$ cat src/rtl/fetch_unit.sv
// fetch_unit: fetch/exec/halt FSM that sequences the PC, latches instructions and counts retired instructions
module fetch_unit #(
  parameter logic [31:0] PC_INIT = 32'h0000_0000
) (
  input  logic        CLK,
  input  logic        RST,
  input  logic        ihit,
  input  logic [31:0] imemload,
  output logic        iREN,
  output logic [31:0] imemaddr,
  output logic [31:0] Instr,
  output logic        instr_valid,
  input  logic        PCSrc,
  input  logic        BNE,
  input  logic        zero,
  input  logic [1:0]  JumpSel,
  input  logic [15:0] Imm,
  input  logic [31:0] rs_data,
  input  logic        dREN,
  input  logic        dWEN,
  input  logic        dhit,
  input  logic        Halt,
  output logic [31:0] pc_plus4,
  output logic        halt,
  output logic [31:0] retired
);
  typedef enum logic [1:0] {FETCH, EXEC, HALTED} state_e;
  state_e state_q, state_d;
  logic [31:0] pc_q, pc_d, instr_q, instr_d, ret_q, ret_d, npc;
  logic taken;
  assign iREN        = state_q == FETCH;
  assign instr_valid = state_q == EXEC;
  assign halt        = state_q == HALTED;
  assign imemaddr    = pc_q;
  assign Instr       = instr_q;
  assign retired     = ret_q;
  assign pc_plus4    = pc_q + 32'd4;
  always_comb begin
    taken   = PCSrc & (zero ^ BNE);
    npc     = JumpSel == 2'b01 ? {pc_plus4[31:28], instr_q[25:0], 2'b00} :
              JumpSel == 2'b10 ? {rs_data[31:2], 2'b00} :
              taken            ? pc_plus4 + {{14{Imm[15]}}, Imm, 2'b00} : pc_plus4;
    state_d = state_q;
    pc_d    = pc_q;
    instr_d = instr_q;
    ret_d   = ret_q;
    if (state_q == FETCH && ihit) begin
      instr_d = imemload;
      state_d = EXEC;
    end else if (state_q == EXEC) begin
      if (Halt) state_d = HALTED;
      else if (!((dREN | dWEN) & ~dhit)) begin
        pc_d    = npc;
        ret_d   = ret_q + 32'd1;
        state_d = FETCH;
      end
    end
  end
  always_ff @(posedge CLK) begin
    if (RST) begin
      state_q <= FETCH;
      pc_q    <= PC_INIT;
      instr_q <= '0;
      ret_q   <= '0;
    end else begin
      state_q <= state_d;
      pc_q    <= pc_d;
      instr_q <= instr_d;
      ret_q   <= ret_d;
    end
  end
endmodule
$ cat config.mk
export PLATFORM = sky130hd
export DESIGN_NAME = fetch_unit
export DESIGN_NICKNAME = d
export VERILOG_FILES = /design/src/rtl/fetch_unit.sv
export SDC_FILE = /design/constraint.sdc
export NUM_CORES = 1
export LEC_CHECK = 0
export CORE_AREA = 4 4 124 126
export CTS_CLUSTER_SIZE = 30
export DETAILED_ROUTE_END_ITERATION = 8
export DIE_AREA = 0 0 128 130
export DONT_BUFFER_PORTS = 1
export PLACE_DENSITY_LB_ADDON = 0.1
export SLEW_MARGIN = 20
export SYNTH_ARGS = -nofsm -noshare
export SYNTH_HDL_FRONTEND = slang
export SYNTH_SLANG_ARGS = --single-unit
$ cat constraint.sdc
create_clock -name CLK -period 4 [get_ports CLK]
set_input_delay 0.4 -clock CLK [delete_from_list [all_inputs] [get_ports CLK]]
set_output_delay 0.4 -clock CLK [all_outputs]
set_load 0.005 [all_outputs]
Yosys cells after proc, flatten, opt, wreduce, memory -nomap -nowiden:

Cells that the tools add are included.

* register bits after elaboration: 98
* input port bits: 92
* output and inout bits: 131
* logic and storage cells: 36

* add/subtract/negate cells: 3
* equal/unequal tests: 6
* muxes and demuxes: 7
* bitwise logic cells: 8
* reduce and logical (&&, ||, !) cells: 7

Operators with widths (number)
* 2-to-1 mux 32 bit: 3
* adder 32 x 1 -> 32 bit, second input constant: 1
* adder 32 x 3 -> 32 bit, second input constant: 1
* adder 32 bit: 1
* == test 2 x 1 -> 1 bit, second input constant: 2
* == test 2 bit, second input constant: 2
* 2-to-1 mux 2 bit: 2
* inverter 1 bit: 4
* AND reduction 2 bit: 2
* AND reduction 4 bit: 1
* != test 3 bit, second input constant: 1
* AND 1 bit: 2
* logical NOT 2 bit: 1
* 2-to-1 mux 1 bit: 2
* != test 2 bit, second input constant: 1
* nonzero test 2 bit: 1
* OR reduction 2 bit: 1
* logical AND 1 bit: 1
* bitwise OR 1 bit: 1
* XOR 1 bit: 1

Longest topological paths before layout:

Gate-level depths: netlist of run 1.

* depth in word-level cells: 6
* depth in mapped cells: 17
* gate-level depth less buffers: 16

Worst setup path before layout of run 1:

OpenSTA, ideal clock, no wires.

* path kind: reg-to-reg
* start point: register pc_q[2], in the netlist imemaddr[2]
* end point: register pc_q[31], in the netlist imemaddr[31]
* setup time: 0.125 ns
* arrival time: 3.319 ns
* data required time: 3.875 ns
* path slack: 0.556 ns
* stages on the path, launching flop included: 17
* path buffers: 1
* clock period less this slack: 3.444 ns
* cells stage by stage: dfxtp_1 -> ha_1 -> and4_4 -> and3_2 -> and4_1 -> xor2_1 -> ha_1 -> clkbuf_1 -> a211oi_1 -> o21ai_0 -> a21oi_1 -> o21a_1 -> a21oi_1 -> o31a_1 -> mux2i_1 -> a32oi_1 -> nand3_1

* longest elaborated chain between the ends: 5

RTL lines
* from (decl): line 29 `logic [31:0] pc_q, pc_d, instr_q, instr_d, ret_q, ret_d, npc;`
* from (signal assigned): line 67 `pc_q <= pc_d;`
* adder 32 x 3 -> 32 bit: line 37 `assign pc_plus4 = pc_q + 32'd4;`
* net pc_plus4[16]: line 23 `output logic [31:0] pc_plus4,`
* adder 32 bit: line 42 `taken ? pc_plus4 + {{14{Imm[15]}}, Imm, 2'b00} : pc_plus4;`
* 2-to-1 mux 32 bit: line 42
* 2-to-1 mux 32 bit: line 41 `JumpSel == 2'b10 ? {rs_data[31:2], 2'b00} :`
* 2-to-1 mux 32 bit: line 40 `npc = JumpSel == 2'b01 ? {pc_plus4[31:28], instr_q[25:0], 2'b00} :`

The timed path passes the listed nets, and every way through them passes these cells.
A chain may end at the register's enable or synchronous reset.

Worst setup path after layout of run 1:

* start point: register pc_q[2], in the netlist imemaddr[2]
* end point: register pc_q[31], in the netlist imemaddr[31]

* longest elaborated chain between the ends: 5

RTL lines (line)
* adder 32 x 3 -> 32 bit *: 37
* adder 32 bit: 42
* 2-to-1 mux 32 bit: 42
* 2-to-1 mux 32 bit: 41
* 2-to-1 mux 32 bit *: 40

Every way passes the cells marked *; elsewhere a longest branch is shown, timed or not.

==> flow_summary.toml, run 1 <==
[run_status]
status = "complete, no violations"

[floorplan]
core_um2 = 14310
rows = 44
start_util_pct = 48.67
die_area_um2 = 16640
die_h_um = 130
io_pins = 223
die-width_um = 128

[final_layout]
final_util_pct = 53.36
instances_no_fill = 1112
fin_nets = 1053
diodes = 0
drive_gt1_share_pct = 9.806
layout_common_cells = "nand2_1 (139), nor2_1 (105), dfxtp_1 (96)"
syn2layout_area_growth_pct = 9.626
layout_commonest_cell = "nand2_1"

[setup_path]
r2r_slack_ns = 0.24
worst-path-max-fanout = 6
crit_start = "imemaddr[2]$_SDFFE_PP0P_"
rr_endpoint = "imemaddr[31]$_SDFFE_PP0P_"
critPathRequiredTime_ns = 4.28
cp-end-kind = "flip-flop"
worst_r2r_path_depth = 16
start_kind = "flip-flop"
r2r_start = "imemaddr[2]$_SDFFE_PP0P_"
arrival_ns = 4.04
crit_slowest_cell = "ha_1"
crit_chain = "ha_1, and4_4, and3_2, and4_4, nand2_1, xnor2_2, ha_1, nand4_1, nor4_2, a22o_1, a21oi_1, a21oi_1, o31a_1, mux2i_1, a32oi_1, nand3_1"
critical_path_class = "reg -> reg"
critPathMaxStageDelay_ns = 0.40

[drt]
drc = 0
wl_um = 22760
via_count = 6822
antenna_left = 0
via_per_inst = 6.135
drt_pass1_iterations = 5
wl_met1_um = 9429
wl_met3_um = 2455
wire_per_inst_um = 20.47
top_layer = "met5"
wl_met2_um = 10230
drtIter0Drc = 457

[clock_tree]
tritoncts = "yes"
htreeDepth = 3
cts_setup_buffers = 0
cts_buffers = 9
cts_resized = 0
cts_buffer_depth = 2
clk_pin_slew_ns = 0.07
clkSinkCount = 96
ctsHoldBuffers = 0
root_buffer = "clkbuf_16"
clk_latency_ns = 0.34

[timing]
tns_ns = 0
fin_crit_sh_pct = 94.03
relSlewSlack_pct = 49.18
fin_hold_ws_ns = 0.1317
worstMarginPinSlew_ns = 0.7615
setup_violations = 0
rsz0062_at_grt = "false"
fmax_mhz = 265.9
layout_setup_ws_ns = 0.2388
slew_viol_final = 0
hold_viol = 0
fin_crit_ns = 3.761
finClkSkew_ns = 0.005864

[synthesis]
synthCells = 921
synth-simple-area-share_pct = 28.18
synth_flop_cell = "dfxtp_1"
async_flop_share_pct = 0
yosys-top-cells-area = "dfxtp_1 (28%), nand2_1 (7.5%), ha_1 (6.6%)"
syn_area_um2 = 6967
ys_seq_area_share_pct = 27.59
yosys.area_share.adder_pct = 7.076
synth_top_cell_area_share_pct = 27.59
synth_compound_area_share_pct = 21.62
synth_top_family_by_area = "simple AND/OR/NAND/NOR gates"
synth_xor_area_share_pct = 9.537
yosys_warnings = 0
synthDistinctLibCells = 83
yosysTopAreaCell = "dfxtp_1"
ys_seq_elements = 96
synth_mux_area_share_pct = 1.886
synth_edf_count = 0
syn_avg_cell_area_um2 = 7.564

[global_route]
antenna_found_initial = 2
grt_pass1_wl_um = 34590
grt_max_degree = 101
track_usage_pct = 25.91
gr-total-overflow = 0
grt_pass1_vias = 6446

[placed_design]
place_ws_ns = 0.2081
placedCellCount = 1096
portBuffers = 0
gp_congestion = 0.9293
dpl.hpwl_um = 17710

[min_path]
hp-class = "in -> reg"
hp-start = "RST"
min_path_cells = 1
min_to = "retired[0]$_SDFFE_PP0P_"

[power_and_ir_drop]
leakage_nw = 3.075
irDropWorstVdd_mv = 0.2377
cellPowerDensity_nw_per_um2 = 307.2

[job]
drv_cap = 0
==> cell type report <==
type / count / area, µm²
clock buffer: 10 / 229.0
clock inverter: 6 / 67.56
fill: 1416 / 6676
inverter: 14 / 52.55
multi-input combinational: 759 / 4813
sequential: 96 / 1922
tap: 184 / 230.2
timing repair buffer: 43 / 322.8
==> Yosys cell counts (all sizes together) (8+ instances only) <==
cell / number
o21ai: 35
nor4: 12
clkbuf: 44
ha: 37
nor3: 21
nand4: 20
nor2: 105
xor2: 33
o211ai: 12
or3: 18
inv: 14
xnor2: 42
a21o: 17
a211oi: 12
mux2i: 12
and4: 12
nand3: 23
buf: 11
and2: 8
and3: 12
nand2: 139
a221oi: 9
dfxtp: 96
a21oi: 86
==> critical path: cells and delay by family, from the launching register on <==
kind	cells	cell delay [ns]
AO/OA/AOI/OAI	5	0.86
XOR/XNOR	1	0.18
adder cells (fa/ha/maj)	2	0.63
flip-flops	1	0.37
multiplexers	1	0.23
AND/OR/NAND/NOR	7	1.43
==> power breakdown <==
group,internal [W],switching (W)
Clock,0.000488,0.000376
Combinational,0.000171,0.000267
Sequential,0.000992,0.0000515
Total,0.00165,0.000695
==> cell families after synthesis <==
| group | count (synthesis) |
|---|---|
| compound gates | 232 |
| fa+ha+maj | 39 |
| buf+inv | 69 |
| other cells | 1 |
| xor+xnor | 75 |
| mux | 13 |
| flops | 96 |
| simple gates | 396 |
==> routing by layer <==
metal  up-vias  track usage [%]
li1       3312                -
met1      3176            33.47
met2       287            40.88
met3        43            8.719
met4         4            8.552
met5         -                0
==> through the flow <==
step | instance area [µm²] | total power (W)
floorplan | 6978 | 0.001383
global placement | 7306 | 0.001481
detailed placement | 7306 | 0.001492
CTS | 7602 | 0.002352
global route | 7637 | 0.002453
finish | 7637 | 0.002346
==> how the worst max path moves through the flow <==
stage,slack (ns),to,depth (start not counted)
global placement,0.27,imemaddr[31]$_SDFFE_PP0P_,15
CTS,0.18,imemaddr[31]$_SDFFE_PP0P_,15
global route,0.001,imemaddr[22]$_SDFFE_PP0P_,14
floorplan,0.56,imemaddr[31]$_SDFFE_PP0P_,16
detailed placement,0.21,imemaddr[31]$_SDFFE_PP0P_,15
finish,0.24,imemaddr[31]$_SDFFE_PP0P_,16
==> flip-flops by register name, indices dropped and copies added, names as in the netlist <==
name      cells
state_q       2
retired      32
Instr        32
imemaddr     30
Power figures use the tool's default switching activity.
==> inputs of run 2 (changes only) <==
clock period = 3.7 ns   (was 4 ns; I/O delays follow)
==> run 2 against run 1 <==
  * Core utilization rose by 2.8 points
  * Clock skew about the same
  * Fmax increased by 6.0%
  * Largest cell class unchanged
  * Largest power group unchanged
==> flow_summary.toml, run 2 (synthesized netlist as in run 1, its figures left out) <==
[run_status]
status = "complete, no violations"

[floorplan]
die_h_um = 130
start_util_pct = 48.67
die_area_um2 = 16640
io_pins = 223
core_um2 = 14310
rows = 44
die-width_um = 128

[drt]
drc = 0
wire_per_inst_um = 20.47
drt_pass1_iterations = 5
via_per_inst = 6.022
drtIter0Drc = 433
wl_um = 23670
via_count = 6961
antenna_left = 0

[clock_tree]
clk_latency_ns = 0.34
clk_pin_slew_ns = 0.07
clkSinkCount = 96
cts_buffers = 9
cts_buffer_depth = 2
tritoncts = "yes"
htreeDepth = 3
root_buffer = "clkbuf_16"
ctsHoldBuffers = 0

[final_layout]
multi_input_area_um2 = 4892
fin_nets = 1094
layout_common_cells = "nand2_1 (139), nor2_1 (105), dfxtp_1 (96)"
instances_no_fill = 1156
syn2layout_area_growth_pct = 15.28
design_area_um2 = 8031
final-seq-area_um2 = 1922
final_util_pct = 56.11
fillCellCount = 1370
layout_commonest_cell = "nand2_1"
drive_gt1_share_pct = 14.86

[timing]
rsz0062_at_grt = "true"
hold_viol = 0
fmax_mhz = 281.8
fin_crit_ns = 3.548
finClkSkew_ns = 0.006147
setup_violations = 0
slew_viol_final = 0
relSlewSlack_pct = 50.46
worstMarginPinSlew_ns = 0.7413
tns_ns = 0
fin_crit_sh_pct = 95.90

[power_and_ir_drop]
leakage_nw = 3.323
cellPowerDensity_nw_per_um2 = 322.1
power.total_w = 0.002587
irDropWorstVdd_mv = 0.2795

[placed_design]
gp_congestion = 0.9182
dpl.hpwl_um = 18220
portBuffers = 0
placedCellCount = 1134
placed_area_um2 = 7591

[job]
drv_cap = 0

[global_route]
grt_max_degree = 101
track_usage_pct = 27.16
antenna_found_initial = 4
gr-total-overflow = 0
grt_pass1_wl_um = 36080
grt_pass1_vias = 6578

[setup_path]
start_kind = "flip-flop"
cp-end-kind = "flip-flop"
arrival_ns = 3.84
worst-path-max-fanout = 6
critical_path_class = "reg -> reg"
critPathRequiredTime_ns = 3.99

[min_path]
hp-class = "in -> reg"
run 2: final timing paths:
check	startpoint	to	slack, ns	depth (start not counted)
max reg2reg	imemaddr[2]$_SDFFE_PP0P_	imemaddr[31]$_SDFFE_PP0P_	0.15	16
min	RST	retired[0]$_SDFFE_PP0P_	0.1	1
max	imemaddr[2]$_SDFFE_PP0P_	imemaddr[31]$_SDFFE_PP0P_	0.15	16
min reg2reg	Instr[27]$_SDFFE_PP0P_	Instr[27]$_SDFFE_PP0P_	0.48	2
run 2: cell type report:
cell class / instances / share of cell area (%)
multi-input combinational: 759 / 60.91
antenna: 3 / 0.09347
clock buffer: 11 / 3.147
clock inverter: 5 / 0.5453
inverter: 14 / 0.6543
tap: 184 / 2.866
timing repair buffer: 84 / 7.852
sequential: 96 / 23.93
run 2: routing by layer:
| layer | global-route usage (%) | routed length (µm) |
|---|---|---|
| met1 | 35.67 | 10060 |
| met2 | 42.17 | 10600 |
| met4 | 9.114 | 578 |
| met3 | 9.005 | 2425 |
| met5 | 0 | 14 |
run 2: where the power goes:
part / switching [W] / total [W] / internal [W]
registers: 0.0000511 / 0.00112 / 0.00107
logic: 0.000313 / 0.000527 / 0.000214
clock network: 0.000432 / 0.000937 / 0.000504
total: 0.000796 / 0.00259 / 0.00179
run 2: metrics by stage:
step           setup WS [ns]  hold slack, ns
5_1_grt             -0.02733         0.07334
6_report              0.1517         0.09759
2_1_floorplan         0.2556          0.4527
4_1_cts              0.03457         0.08519
3_3_place_gp          0.1089          0.4475
3_5_place_dp         0.04285          0.4574
run 2: repair_timing:
item | in CTS | in global routing
setup endpoints to repair | 0 | 13
resized for setup | 0 | 27
buffers inserted | 0 | 3
run 2: worst max-delay path: stages, from the launching register on:
cell	delay, ns
dfxtp_1	0.34
ha_1	0.19
and4_4	0.23
and3_2	0.22
and4_4	0.25
buf_4	0.11
and3_1	0.22
nand2_1	0.11
xor2_2	0.17
inv_1	0.10
ha_1	0.38
a21oi_2	0.20
o21ai_1	0.13
o31a_1	0.32
o211ai_1	0.25
o2111ai_1	0.16
nand3_1	0.12
